## src/rtl/dc_bus_arb_if.sv

```systemverilog
// Purpose : bundles the requester-side and bus-interface-side signals of dc_bus_arb.
// Latency : none, wires only.
// Backpressure: none; the arbiter throttles requesters through O_GNT/O_ACK.
//
// Port summary:
//   I_REQ/I_RD/I_WR [2:0]   per-requester request level and direction
//   I_CMDn/I_WORDSn/I_WDATAn requester command, word count, write data (n = 0..2)
//   I_DONE, I_RDATA         completion pulse and read data from the bus interface
//   O_GNT/O_ACK [2:0], O_ERR, O_RDATA   requester-side results
//   O_START/O_READ/O_WRITE/O_CMD/O_WORDS/O_WDATA  bus-interface command
// Modports: slave = arbiter view, master = requesters + bus-interface view.
interface dc_bus_arb_if;
    logic [2:0]  I_REQ;
    logic [2:0]  I_RD;
    logic [2:0]  I_WR;
    logic [7:0]  I_CMD0;
    logic [7:0]  I_CMD1;
    logic [7:0]  I_CMD2;
    logic [5:0]  I_WORDS0;
    logic [5:0]  I_WORDS1;
    logic [5:0]  I_WORDS2;
    logic [31:0] I_WDATA0;
    logic [31:0] I_WDATA1;
    logic [31:0] I_WDATA2;
    logic        I_DONE;
    logic [31:0] I_RDATA;

    logic [2:0]  O_GNT;
    logic [2:0]  O_ACK;
    logic        O_ERR;
    logic [31:0] O_RDATA;
    logic        O_START;
    logic        O_READ;
    logic        O_WRITE;
    logic [7:0]  O_CMD;
    logic [5:0]  O_WORDS;
    logic [31:0] O_WDATA;

    modport slave (
        input  I_REQ, I_RD, I_WR,
        input  I_CMD0, I_CMD1, I_CMD2,
        input  I_WORDS0, I_WORDS1, I_WORDS2,
        input  I_WDATA0, I_WDATA1, I_WDATA2,
        input  I_DONE, I_RDATA,
        output O_GNT, O_ACK, O_ERR, O_RDATA,
        output O_START, O_READ, O_WRITE, O_CMD, O_WORDS, O_WDATA
    );

    modport master (
        output I_REQ, I_RD, I_WR,
        output I_CMD0, I_CMD1, I_CMD2,
        output I_WORDS0, I_WORDS1, I_WORDS2,
        output I_WDATA0, I_WDATA1, I_WDATA2,
        output I_DONE, I_RDATA,
        input  O_GNT, O_ACK, O_ERR, O_RDATA,
        input  O_START, O_READ, O_WRITE, O_CMD, O_WORDS, O_WDATA
    );
endinterface

```

## src/rtl/dc_bus_arb.sv

```systemverilog
// Purpose : round-robin arbiter giving three requesters turns on one D13 bus interface.
// Latency : request in IDLE to O_START = 2 cycles; O_ACK 1 cycle after I_DONE or timeout.
// Backpressure: requesters hold I_REQ until O_ACK; one transfer in flight, GAP_CYC idle cycles between.
//
// Ports:
//   I_CLK   clock (50 MHz)
//   I_RSTF  asynchronous active-low reset
//   io_bus  dc_bus_arb_if.slave: requester inputs, bus-interface handshake, all outputs
// Parameters:
//   TMO_CYC  cycles to wait for I_DONE before abandoning a transfer (must fit the 10-bit counter)
//   GAP_CYC  idle cycles inserted after every acknowledge
module dc_bus_arb #(
    parameter int TMO_CYC = 1023,
    parameter int GAP_CYC = 2
) (
    input  logic         I_CLK,
    input  logic         I_RSTF,
    dc_bus_arb_if.slave  io_bus
);

    localparam int GW = (GAP_CYC > 1) ? $clog2(GAP_CYC) : 1;

    typedef enum logic [2:0] {
        ST_IDLE  = 3'd0,
        ST_ARB   = 3'd1,
        ST_START = 3'd2,
        ST_WAIT  = 3'd3,
        ST_ACK   = 3'd4,
        ST_GAP   = 3'd5
    } state_t;

    state_t      r_state;
    logic [1:0]  r_last;
    logic [2:0]  r_gnt;
    logic [2:0]  r_ack;
    logic        r_err;
    logic        r_start;
    logic        r_read;
    logic        r_write;
    logic [7:0]  r_cmd;
    logic [5:0]  r_words;
    logic [31:0] r_wdata;
    logic [31:0] r_rdata;
    logic [9:0]  r_tmo;
    logic [GW-1:0] r_gap;

    logic        w_found;
    logic [1:0]  w_win;
    logic        w_rd;
    logic        w_wr;
    logic [7:0]  w_cmd;
    logic [5:0]  w_words;
    logic [31:0] w_wdata;

    // Round-robin search starting just after the previous winner.
    always_comb begin
        int cand;
        cand    = 0;
        w_found = 1'b0;
        w_win   = 2'd0;
        for (int k = 0; k < 3; k++) begin
            cand = (int'(r_last) + 1 + k) % 3;
            if (!w_found && io_bus.I_REQ[2'(cand)]) begin
                w_found = 1'b1;
                w_win   = 2'(cand);
            end
        end
    end

    // Winner's transfer parameters; read beats write when both are set.
    always_comb begin
        w_rd    = 1'b0;
        w_wr    = 1'b0;
        w_cmd   = io_bus.I_CMD0;
        w_words = io_bus.I_WORDS0;
        w_wdata = io_bus.I_WDATA0;
        case (w_win)
            2'd1: begin
                w_rd    = io_bus.I_RD[1];
                w_wr    = io_bus.I_WR[1] & ~io_bus.I_RD[1];
                w_cmd   = io_bus.I_CMD1;
                w_words = io_bus.I_WORDS1;
                w_wdata = io_bus.I_WDATA1;
            end
            2'd2: begin
                w_rd    = io_bus.I_RD[2];
                w_wr    = io_bus.I_WR[2] & ~io_bus.I_RD[2];
                w_cmd   = io_bus.I_CMD2;
                w_words = io_bus.I_WORDS2;
                w_wdata = io_bus.I_WDATA2;
            end
            default: begin
                w_rd    = io_bus.I_RD[0];
                w_wr    = io_bus.I_WR[0] & ~io_bus.I_RD[0];
            end
        endcase
    end

    always_ff @(posedge I_CLK or negedge I_RSTF) begin
        if (!I_RSTF) begin
            r_state <= ST_IDLE;
            r_last  <= 2'd2;
            r_gnt   <= 3'b000;
            r_ack   <= 3'b000;
            r_err   <= 1'b0;
            r_start <= 1'b0;
            r_read  <= 1'b0;
            r_write <= 1'b0;
            r_cmd   <= 8'h00;
            r_words <= 6'd0;
            r_wdata <= 32'h0;
            r_rdata <= 32'h0;
            r_tmo   <= 10'd0;
            r_gap   <= '0;
        end else begin
            case (r_state)
                ST_IDLE: begin
                    if (io_bus.I_REQ != 3'b000) begin
                        r_state <= ST_ARB;
                    end
                end
                ST_ARB: begin
                    // A request withdrawn during the ARB cycle simply drops back to IDLE.
                    if (w_found) begin
                        r_last  <= w_win;
                        r_gnt   <= 3'b001 << w_win;
                        r_read  <= w_rd;
                        r_write <= w_wr;
                        r_cmd   <= w_cmd;
                        r_words <= w_words;
                        r_wdata <= w_wdata;
                        r_start <= 1'b1;
                        r_state <= ST_START;
                    end else begin
                        r_state <= ST_IDLE;
                    end
                end
                ST_START: begin
                    r_start <= 1'b0;
                    r_tmo   <= 10'd0;
                    r_state <= ST_WAIT;
                end
                ST_WAIT: begin
                    r_tmo <= r_tmo + 10'd1;
                    // I_DONE is checked first so a completion in the last wait cycle is not an error.
                    if (io_bus.I_DONE) begin
                        if (r_read) begin
                            r_rdata <= io_bus.I_RDATA;
                        end
                        r_ack   <= r_gnt;
                        r_err   <= 1'b0;
                        r_state <= ST_ACK;
                    end else if (r_tmo == 10'(TMO_CYC - 1)) begin
                        r_ack   <= r_gnt;
                        r_err   <= 1'b1;
                        r_state <= ST_ACK;
                    end
                end
                ST_ACK: begin
                    r_ack <= 3'b000;
                    r_err <= 1'b0;
                    r_gnt <= 3'b000;
                    r_gap <= '0;
                    r_state <= (GAP_CYC > 0) ? ST_GAP : ST_IDLE;
                end
                ST_GAP: begin
                    r_gap <= r_gap + 1'b1;
                    if (r_gap == GW'(GAP_CYC - 1)) begin
                        r_state <= ST_IDLE;
                    end
                end
                default: begin
                    r_state <= ST_IDLE;
                end
            endcase
        end
    end

    assign io_bus.O_GNT   = r_gnt;
    assign io_bus.O_ACK   = r_ack;
    assign io_bus.O_ERR   = r_err;
    assign io_bus.O_RDATA = r_rdata;
    assign io_bus.O_START = r_start;
    assign io_bus.O_READ  = r_read;
    assign io_bus.O_WRITE = r_write;
    assign io_bus.O_CMD   = r_cmd;
    assign io_bus.O_WORDS = r_words;
    assign io_bus.O_WDATA = r_wdata;

endmodule
```

## src/flat_wrapper.sv

```systemverilog
// flat-port wrapper written by rule: the top's interface ports become plain ports
module dc_bus_arb_flat 
#(
    parameter int TMO_CYC = 1023,
    parameter int GAP_CYC = 2
)
  (I_CLK, I_RSTF, io_bus_I_REQ, io_bus_I_RD, io_bus_I_WR, io_bus_I_CMD0, io_bus_I_CMD1, io_bus_I_CMD2, io_bus_I_WORDS0, io_bus_I_WORDS1, io_bus_I_WORDS2, io_bus_I_WDATA0, io_bus_I_WDATA1, io_bus_I_WDATA2, io_bus_I_DONE, io_bus_I_RDATA, io_bus_O_GNT, io_bus_O_ACK, io_bus_O_ERR, io_bus_O_RDATA, io_bus_O_START, io_bus_O_READ, io_bus_O_WRITE, io_bus_O_CMD, io_bus_O_WORDS, io_bus_O_WDATA);
  dc_bus_arb_if io_bus_i ();
  input  logic I_CLK;
  input  logic I_RSTF;
  input wire logic [$bits(io_bus_i.I_REQ)-1:0] io_bus_I_REQ;
  input wire logic [$bits(io_bus_i.I_RD)-1:0] io_bus_I_RD;
  input wire logic [$bits(io_bus_i.I_WR)-1:0] io_bus_I_WR;
  input wire logic [$bits(io_bus_i.I_CMD0)-1:0] io_bus_I_CMD0;
  input wire logic [$bits(io_bus_i.I_CMD1)-1:0] io_bus_I_CMD1;
  input wire logic [$bits(io_bus_i.I_CMD2)-1:0] io_bus_I_CMD2;
  input wire logic [$bits(io_bus_i.I_WORDS0)-1:0] io_bus_I_WORDS0;
  input wire logic [$bits(io_bus_i.I_WORDS1)-1:0] io_bus_I_WORDS1;
  input wire logic [$bits(io_bus_i.I_WORDS2)-1:0] io_bus_I_WORDS2;
  input wire logic [$bits(io_bus_i.I_WDATA0)-1:0] io_bus_I_WDATA0;
  input wire logic [$bits(io_bus_i.I_WDATA1)-1:0] io_bus_I_WDATA1;
  input wire logic [$bits(io_bus_i.I_WDATA2)-1:0] io_bus_I_WDATA2;
  input wire logic [$bits(io_bus_i.I_DONE)-1:0] io_bus_I_DONE;
  input wire logic [$bits(io_bus_i.I_RDATA)-1:0] io_bus_I_RDATA;
  output wire logic [$bits(io_bus_i.O_GNT)-1:0] io_bus_O_GNT;
  output wire logic [$bits(io_bus_i.O_ACK)-1:0] io_bus_O_ACK;
  output wire logic [$bits(io_bus_i.O_ERR)-1:0] io_bus_O_ERR;
  output wire logic [$bits(io_bus_i.O_RDATA)-1:0] io_bus_O_RDATA;
  output wire logic [$bits(io_bus_i.O_START)-1:0] io_bus_O_START;
  output wire logic [$bits(io_bus_i.O_READ)-1:0] io_bus_O_READ;
  output wire logic [$bits(io_bus_i.O_WRITE)-1:0] io_bus_O_WRITE;
  output wire logic [$bits(io_bus_i.O_CMD)-1:0] io_bus_O_CMD;
  output wire logic [$bits(io_bus_i.O_WORDS)-1:0] io_bus_O_WORDS;
  output wire logic [$bits(io_bus_i.O_WDATA)-1:0] io_bus_O_WDATA;
  assign io_bus_i.I_REQ = io_bus_I_REQ;
  assign io_bus_i.I_RD = io_bus_I_RD;
  assign io_bus_i.I_WR = io_bus_I_WR;
  assign io_bus_i.I_CMD0 = io_bus_I_CMD0;
  assign io_bus_i.I_CMD1 = io_bus_I_CMD1;
  assign io_bus_i.I_CMD2 = io_bus_I_CMD2;
  assign io_bus_i.I_WORDS0 = io_bus_I_WORDS0;
  assign io_bus_i.I_WORDS1 = io_bus_I_WORDS1;
  assign io_bus_i.I_WORDS2 = io_bus_I_WORDS2;
  assign io_bus_i.I_WDATA0 = io_bus_I_WDATA0;
  assign io_bus_i.I_WDATA1 = io_bus_I_WDATA1;
  assign io_bus_i.I_WDATA2 = io_bus_I_WDATA2;
  assign io_bus_i.I_DONE = io_bus_I_DONE;
  assign io_bus_i.I_RDATA = io_bus_I_RDATA;
  assign io_bus_O_GNT = io_bus_i.O_GNT;
  assign io_bus_O_ACK = io_bus_i.O_ACK;
  assign io_bus_O_ERR = io_bus_i.O_ERR;
  assign io_bus_O_RDATA = io_bus_i.O_RDATA;
  assign io_bus_O_START = io_bus_i.O_START;
  assign io_bus_O_READ = io_bus_i.O_READ;
  assign io_bus_O_WRITE = io_bus_i.O_WRITE;
  assign io_bus_O_CMD = io_bus_i.O_CMD;
  assign io_bus_O_WORDS = io_bus_i.O_WORDS;
  assign io_bus_O_WDATA = io_bus_i.O_WDATA;
  dc_bus_arb #(.TMO_CYC(TMO_CYC), .GAP_CYC(GAP_CYC)) u_core (.I_CLK(I_CLK), .I_RSTF(I_RSTF), .io_bus(io_bus_i));
endmodule
```

## config.mk

```make
export PLATFORM = sky130hd
export DESIGN_NAME = dc_bus_arb_flat
export DESIGN_NICKNAME = d
export VERILOG_FILES = /design/src/rtl/dc_bus_arb_if.sv /design/src/rtl/dc_bus_arb.sv /design/src/flat_wrapper.sv
export SDC_FILE = /design/constraint.sdc
export NUM_CORES = 1
export LEC_CHECK = 0
export BUFFER_PORTS_ARGS = -buffer_cell sky130_fd_sc_hd__buf_2
export CORE_MARGIN = 5
export CORE_UTILIZATION = 50
export DETAILED_ROUTE_END_ITERATION = 10
export GPL_TIMING_DRIVEN = 0
export PLACE_DENSITY = 0.86
export RECOVER_POWER = 100
export SYNTH_ARGS = -nofsm -noshare
export SYNTH_HDL_FRONTEND = slang
export SYNTH_SLANG_ARGS = --single-unit
```

## constraint.sdc

```tcl
create_clock -name I_CLK -period 8.4 [get_ports I_CLK]
set_input_delay 0.84 -clock I_CLK [delete_from_list [all_inputs] [get_ports I_CLK]]
set_output_delay 0.84 -clock I_CLK [all_outputs]
set_load 0.05 [all_outputs]
```

==> results.sh, run 1 <==
export IMPL_timing_fmax_mhz=204
export IMPL_syn2layout_area_growth_pct=25.8
export IMPL_fill_cells=942
export IMPL_setup_viol=0
export IMPL_maxCapViolations=2
export IMPL_r2r_cells=11
export IMPL_wl_per_cell_um=18.8
export IMPL_hold_violations=0
export IMPL_wl_um=17000
export IMPL_final_util_pct=63.7
export IMPL_insertion_delay_ns=0.38
export IMPL_drc=0
export IMPL_crit_fanout=53
export IMPL_cts_root_buf="clkbuf_8"
export IMPL_r2r_end="u_core.io_bus.O_WORDS[1]"
export IMPL_min_delay_path_class="reg2reg"
export IMPL_fin_worst_skew_ns=0.0114
export IMPL_worst_pin_slew_ns=2.76
export IMPL_vias=4930
export IMPL_slowest_delay_ns=2.02
export IMPL_crit_arrival_ns=4.81
export IMPL_crit_cells=2
export IMPL_clock_path_buffers=2
export IMPL_switchingPower_mw=1.96
export IMPL_num_rows=38
export IMPL_viasPerCell=5.45
export IMPL_yosysSeqAreaShare_pct=47.7
export IMPL_yosysWarnings=0
export IMPL_power_frac_comb_pct=65.9
export IMPL_period_needed_ns=4.90
export IMPL_path_class="in2async"
export IMPL_slew_violations=107
export IMPL_crit_chain="clkbuf_1, clkbuf_1"
export IMPL_cp_buffers_inverters=2
export IMPL_status="complete, but fails checks"
export IMPL_rrSetupSlack_ns=4.38
export IMPL_final_cell_mix="buf_2 (180), clkbuf_1 (120), dfrtp_1 (103)"
export IMPL_core_mm2=0.0108
export IMPL_ys_ff_latch=104
export IMPL_min_to="u_core.io_bus.O_WDATA[27]"
export IMPL_syn_inst=478
export IMPL_worst_path_most_repeated_cell="clkbuf_1"
export IMPL_cts_setup_buffers=0
export IMPL_syn_avg_cell_area_um2=11.4
export IMPL_end_kind="asynchronous set/reset pin"
export IMPL_grt_max_degree=54
export IMPL_tns_ns=0
export IMPL_drt_pass1_iterations=4
export IMPL_die_w_um=115
export IMPL_fin_crit_sh_pct=58.3
export IMPL_intPower_mw=1.52
export IMPL_globalRouteTotalUtil_pct=25.4
export IMPL_netlist_area_mm2=0.00546
export IMPL_layout_commonest_cell="buf_2"
export IMPL_p_seq_share_pct=25.5
export IMPL_cts_tree="done"
export IMPL_dieArea_mm2=0.0131
export IMPL_portBuffers=269
export IMPL_dr_first_iter_drc_count=301
export IMPL_pwr_density_cell_mw_per_mm2=506
export IMPL_failed_checks="capacitance limit, slew limit"
export IMPL_numCtsBuffers=9
export IMPL_p_total_mw=3.48
export IMPL_grt_pass1_wl_um=26000
export IMPL_drive_gt1_share_pct=31.7
export IMPL_hpwl_um=13300
export IMPL_worstPathRequired_ns=8.31
export IMPL_grt_pass1_vias=5113
export IMPL_placed_area_mm2=0.00701
export IMPL_leakagePower_nw=3.16
export IMPL_grt_antenna_before_repair=2
export IMPL_ant_nets=0
export IMPL_syn_nets=668
export IMPL_p_sw_share_pct=56.4
export IMPL_ctsHtreeMaxLevel=3
export IMPL_cp_start_kind="input pin"
export IMPL_clkPwrFrac_pct=8.6
export IMPL_cpLargestDelayFamily="buffers and inverters"
export IMPL_worst_path_max_delay_cell="clkbuf_1"
export IMPL_gr_total_overflow=0
export IMPL_die_h_um=115
export IMPL_gp_congestion=0.939
export IMPL_cts_sinks=104
export IMPL_whs_path_depth=1
export IMPL_synth_flop_cell="dfrtp_1"
export IMPL_ys_async_sr_fraction_pct=100
export IMPL_vdd_drop_max_uv=374
export IMPL_cts_hold_buf=0
export IMPL_nets=949
export IMPL_relSlewSlack_pct=-84.0
export IMPL_postCtsResizedCells=0
export IMPL_hold_start="u_core.io_bus.O_WDATA[27]"
export IMPL_start_util_pct=50.6
export IMPL_design_area_mm2=0.00687
export IMPL_reg2reg_from="u_core.r_last[1]"
export IMPL_rsz0062_at_grt="false"
export IMPL_clk_pin_slew_ns=0.09
export IMPL_ys_types=46
export IMPL_synth_edf_count=0
export IMPL_ios=270
flip-flops by register name, indices dropped and copies added, names as in the netlist:
name / cells
u_core.io_bus.O_ACK: 3
u_core.io_bus.O_CMD: 8
u_core.io_bus.O_ERR: 1
u_core.io_bus.O_GNT: 3
u_core.io_bus.O_RDATA: 32
u_core.io_bus.O_READ: 1
u_core.io_bus.O_START: 1
u_core.io_bus.O_WDATA: 32
u_core.io_bus.O_WORDS: 6
u_core.io_bus.O_WRITE: 1
u_core.r_gap: 1
u_core.r_last: 2
u_core.r_state: 3
u_core.r_tmo: 10
layer usage:
metal	share of wire, %	up-vias	global-route usage [%]
met3	6.8	29	5.66
met1	39	2368	31.1
li1	-	2310	-
met2	52	221	44.0
met4	2.6	2	8.71
met5	0.12	-	0
cell usage after synthesis (2+ instances only):
library cell    n  area, um^2
nor2b_1         4        25.0
nand2_1        11        41.3
mux2i_1         6        60.1
and4_1          2        17.5
o311ai_0        2        17.5
o31ai_1         2        15.0
a22oi_1        47         353
a21o_1          3        22.5
ha_1            8         100
dfrtp_1       103        2580
o21ai_0         9        45.0
o31a_1          2        17.5
clkbuf_1       23        86.3
buf_6           6        67.6
nor2_1         51         191
nand3_1         6        30.0
a22o_1          3        26.3
nand4_1         4        25.0
mux2_4         47         706
o21a_1          2        15.0
a21oi_1        51         255
mux2_2         40         450
buf_2           3        15.0
inv_1           9        33.8
nor3b_1         2        15.0
nor3_1          2        10.0
nand3b_1        5        37.5
buf_1           2        7.51
nand2b_1        6        37.5
cells by family after synthesis:
kind of cell,share of synthesized area [%]
multiplexers,22.3
buffers and inverters,3.85
flip-flops,47.7
AND/OR/NAND/NOR,8.62
adder cells (fa/ha/maj),1.83
AO/OA/AOI/OAI,15.7
metrics by stage:
stage	hold slack (ns)	instances	setup slack, ns
after floorplan	0.453	478	5.31
after global placement	0.472	887	4.46
after detailed placement	0.478	888	4.33
after CTS	0.501	904	4.46
after global routing	0.526	905	2.33
final	0.497	905	3.50
final cells by class:
class | count | area (um^2) | share of cell area, %
Tap cell | 140 | 175 | 2.55
Sequential cell | 104 | 2600 | 37.9
Antenna cell | 1 | 2.50 | 0.0364
Inverter | 9 | 33.8 | 0.492
Timing Repair Buffer | 270 | 1240 | 18.0
Clock buffer | 10 | 138 | 2.00
Buffer | 34 | 158 | 2.29
Clock inverter | 6 | 52.6 | 0.765
Multi-Input combinational cell | 331 | 2470 | 35.9
power by group through the flow:
stage	clock network [mW]	logic (mW)	registers, mW
finish	0.300	2.29	0.885
CTS	0.309	2.57	0.883
global route	0.325	2.45	0.909
global placement	0	2.49	0.881
detailed placement	0	2.57	0.887
floorplan	0	1.21	1.60
worst max path at each step:
| stage | from | endpoint | slack (ns) |
|---|---|---|---|
| finish | I_RSTF | u_core.io_bus.O_WDATA[12] | 3.50 |
| global route | I_RSTF | u_core.io_bus.O_CMD[1] | 2.33 |
| CTS | u_core.r_last[1] | u_core.io_bus.O_WORDS[1] | 4.46 |
| detailed placement | io_bus_I_REQ[1] | u_core.io_bus.O_WORDS[1] | 4.33 |
| global placement | io_bus_I_REQ[1] | u_core.io_bus.O_WORDS[1] | 4.46 |
| floorplan | io_bus_I_REQ[1] | u_core.io_bus.O_CMD[0] | 5.31 |
(Power assumes the default switching activity.)
==> inputs of run 2 (changes only) <==
--- a/config.mk
+++ b/config.mk
@@ -7,10 +7,10 @@
 export LEC_CHECK = 0
 export BUFFER_PORTS_ARGS = -buffer_cell sky130_fd_sc_hd__buf_2
 export CORE_MARGIN = 5
-export CORE_UTILIZATION = 50
+export CORE_UTILIZATION = 42
 export DETAILED_ROUTE_END_ITERATION = 10
 export GPL_TIMING_DRIVEN = 0
-export PLACE_DENSITY = 0.86
+export PLACE_DENSITY = 0.77
 export RECOVER_POWER = 100
 export SYNTH_ARGS = -nofsm -noshare
 export SYNTH_HDL_FRONTEND = slang
==> constraint.sdc (replaced) <==
create_clock -name I_CLK -period 4.1 [get_ports I_CLK]
set_input_delay 0.41 -clock I_CLK [delete_from_list [all_inputs] [get_ports I_CLK]]
set_output_delay 0.41 -clock I_CLK [all_outputs]
set_load 0.05 [all_outputs]
==> run 2 against run 1 <==
  * First-iteration DRC count decreased by 25%
  * Global-route usage shrank 4.6 points
  * The run still ends with capacitance limit, slew limit left
  * Sequential share of layout area is 1.2 points lower
  * Core utilization is 7.7 points lower
  * Via count shrank 2.5%
==> results.sh, run 2 (synthesis results as in run 1) <==
export IMPL_clock_path_buffers=2
export IMPL_grt_pass1_vias=4814
export IMPL_path_class="reg2reg"
export IMPL_dieArea_mm2=0.0154
export IMPL_drive_gt1_share_pct=33.3
export IMPL_hpwl_um=13300
export IMPL_drc=0
export IMPL_fin_crit_sh_pct=95.5
export IMPL_tns_ns=0
export IMPL_r2r_end="u_core.io_bus.O_WORDS[4]"
export IMPL_rsz0062_at_grt="false"
export IMPL_die_h_um=124
export IMPL_postCtsResizedCells=0
export IMPL_slew_violations=48
export IMPL_cts_sinks=104
export IMPL_timing_fmax_mhz=255
export IMPL_leakagePower_nw=3.27
export IMPL_syn2layout_area_growth_pct=29.8
export IMPL_grt_max_degree=59
export IMPL_rrSetupSlack_ns=0.19
export IMPL_drt_pass1_iterations=4
export IMPL_period_needed_ns=3.91
export IMPL_crit_arrival_ns=4.13
export IMPL_clk_pin_slew_ns=0.07
export IMPL_wl_per_cell_um=18.0
export IMPL_core_mm2=0.0127
export IMPL_start_util_pct=43.1
export IMPL_r2r_cells=11
export IMPL_crit_fanout=10
export IMPL_cts_hold_buf=0
export IMPL_failed_checks="capacitance limit, slew limit"
export IMPL_design_area_mm2=0.00709
export IMPL_min_to="u_core.io_bus.O_RDATA[31]"
export IMPL_portBuffers=269
export IMPL_layout_commonest_cell="buf_2"
export IMPL_vdd_drop_max_uv=557
export IMPL_status="complete, but fails checks"
export IMPL_pwr_density_cell_mw_per_mm2=1050
export IMPL_ios=270
export IMPL_grt_pass1_wl_um=24700
export IMPL_hold_violations=0
export IMPL_numCtsBuffers=9
export IMPL_nets=949
export IMPL_placed_area_mm2=0.00705
export IMPL_cts_root_buf="clkbuf_16"
export IMPL_vias=4809
export IMPL_maxCapViolations=1
export IMPL_die_w_um=124
export IMPL_ctsHtreeMaxLevel=3
export IMPL_relSlewSlack_pct=-65.2
export IMPL_globalRouteTotalUtil_pct=20.8
export IMPL_cts_tree="done"
export IMPL_wl_um=16800
export IMPL_ant_nets=0
export IMPL_insertion_delay_ns=0.34
export IMPL_worstPathRequired_ns=4.32
export IMPL_setup_viol=0
export IMPL_final_cell_mix="buf_2 (180), clkbuf_1 (121), dfrtp_1 (103)"
export IMPL_viasPerCell=5.14
export IMPL_min_delay_path_class="in2reg"
export IMPL_gr_total_overflow=0
export IMPL_hold_start="io_bus_I_RDATA[31]"
export IMPL_fin_worst_skew_ns=0.0112
export IMPL_worst_pin_slew_ns=2.48
export IMPL_whs_path_depth=2
export IMPL_cp_start_kind="register"
export IMPL_gp_congestion=0.873
export IMPL_end_kind="register"
export IMPL_num_rows=41
export IMPL_grt_antenna_before_repair=2
export IMPL_dr_first_iter_drc_count=226
export IMPL_cts_setup_buffers=0
export IMPL_reg2reg_from="u_core.r_last[1]"
[run 2: cell count changes in the layout (fill, tap and decap cells not counted), sizes merged]
cell	delta
clkinv	-1
buf	-1
bufinv	+2
inv	-1
clkbuf	+2
clkinvlp	-2
[run 2: layer usage]
layer  vias up  global-route usage (%)  wire (um)
li1       2303                       -          -
met1      2289                    25.5       6700
met2       194                    36.9       8770
met3        21                    4.18       1120
met4         2                    6.23        221
met5         -                       0          7
[run 2: through the flow]
step / util (%) / setup slack, ns / hold slack [ns] / total power, mW / std cells
after global routing: 55.9 / 0.0358 / 0.284 / 7.93 / 936
after floorplan: - / 1.04 / 0.114 / 5.75 / 478
after global placement: 55.4 / 0.398 / 0.458 / 6.94 / 919
after CTS: 58.2 / 0.253 / 0.0943 / 7.97 / 935
after detailed placement: 55.7 / 0.283 / 0.464 / 7.03 / 920
final: 55.9 / 0.186 / 0.294 / 7.48 / 936
[run 2: final cells by class]
class	instances	area (um^2)
repair buffers	270	1240
clock buffers	11	243
plain buffers	34	150
fillers	1258	5580
inverters	9	33.8
multi-input cells	331	2520
diodes	1	2.50
flip-flops and latches	104	2600
clock inverters	4	77.6
well taps	172	215
[run 2: worst max path at each step]
stage	startpoint	slack, ns	endpoint	cells past startpoint
after floorplan	u_core.r_last[1]	1.04	u_core.io_bus.O_CMD[0]	11
after global placement	u_core.r_last[1]	0.40	u_core.io_bus.O_WORDS[3]	11
after detailed placement	u_core.r_last[1]	0.28	u_core.io_bus.O_WORDS[3]	11
after CTS	u_core.r_last[1]	0.25	u_core.io_bus.O_WORDS[3]	11
after global routing	u_core.r_last[1]	0.04	u_core.io_bus.O_WDATA[15]	11
final	u_core.r_last[1]	0.19	u_core.io_bus.O_WORDS[4]	11
[run 2: where the power goes]
| group | switching (mW) | total (mW) | internal (mW) |
|---|---|---|---|
| Clock | 0.373 | 0.925 | 0.552 |
| Combinational | 3.32 | 4.75 | 1.43 |
| Sequential | 0.278 | 1.80 | 1.52 |
[run 2: critical path: stages (launching register included)]
cell	delay, ns
dfstp_1	0.56
ha_1	0.27
mux2i_1	0.24
o32ai_2	0.15
o32ai_1	0.54
inv_1	0.13
ha_1	0.29
clkbuf_1	0.22
clkbuf_1	0.44
clkbuf_1	0.48
a21oi_1	0.14
mux2_1	0.31
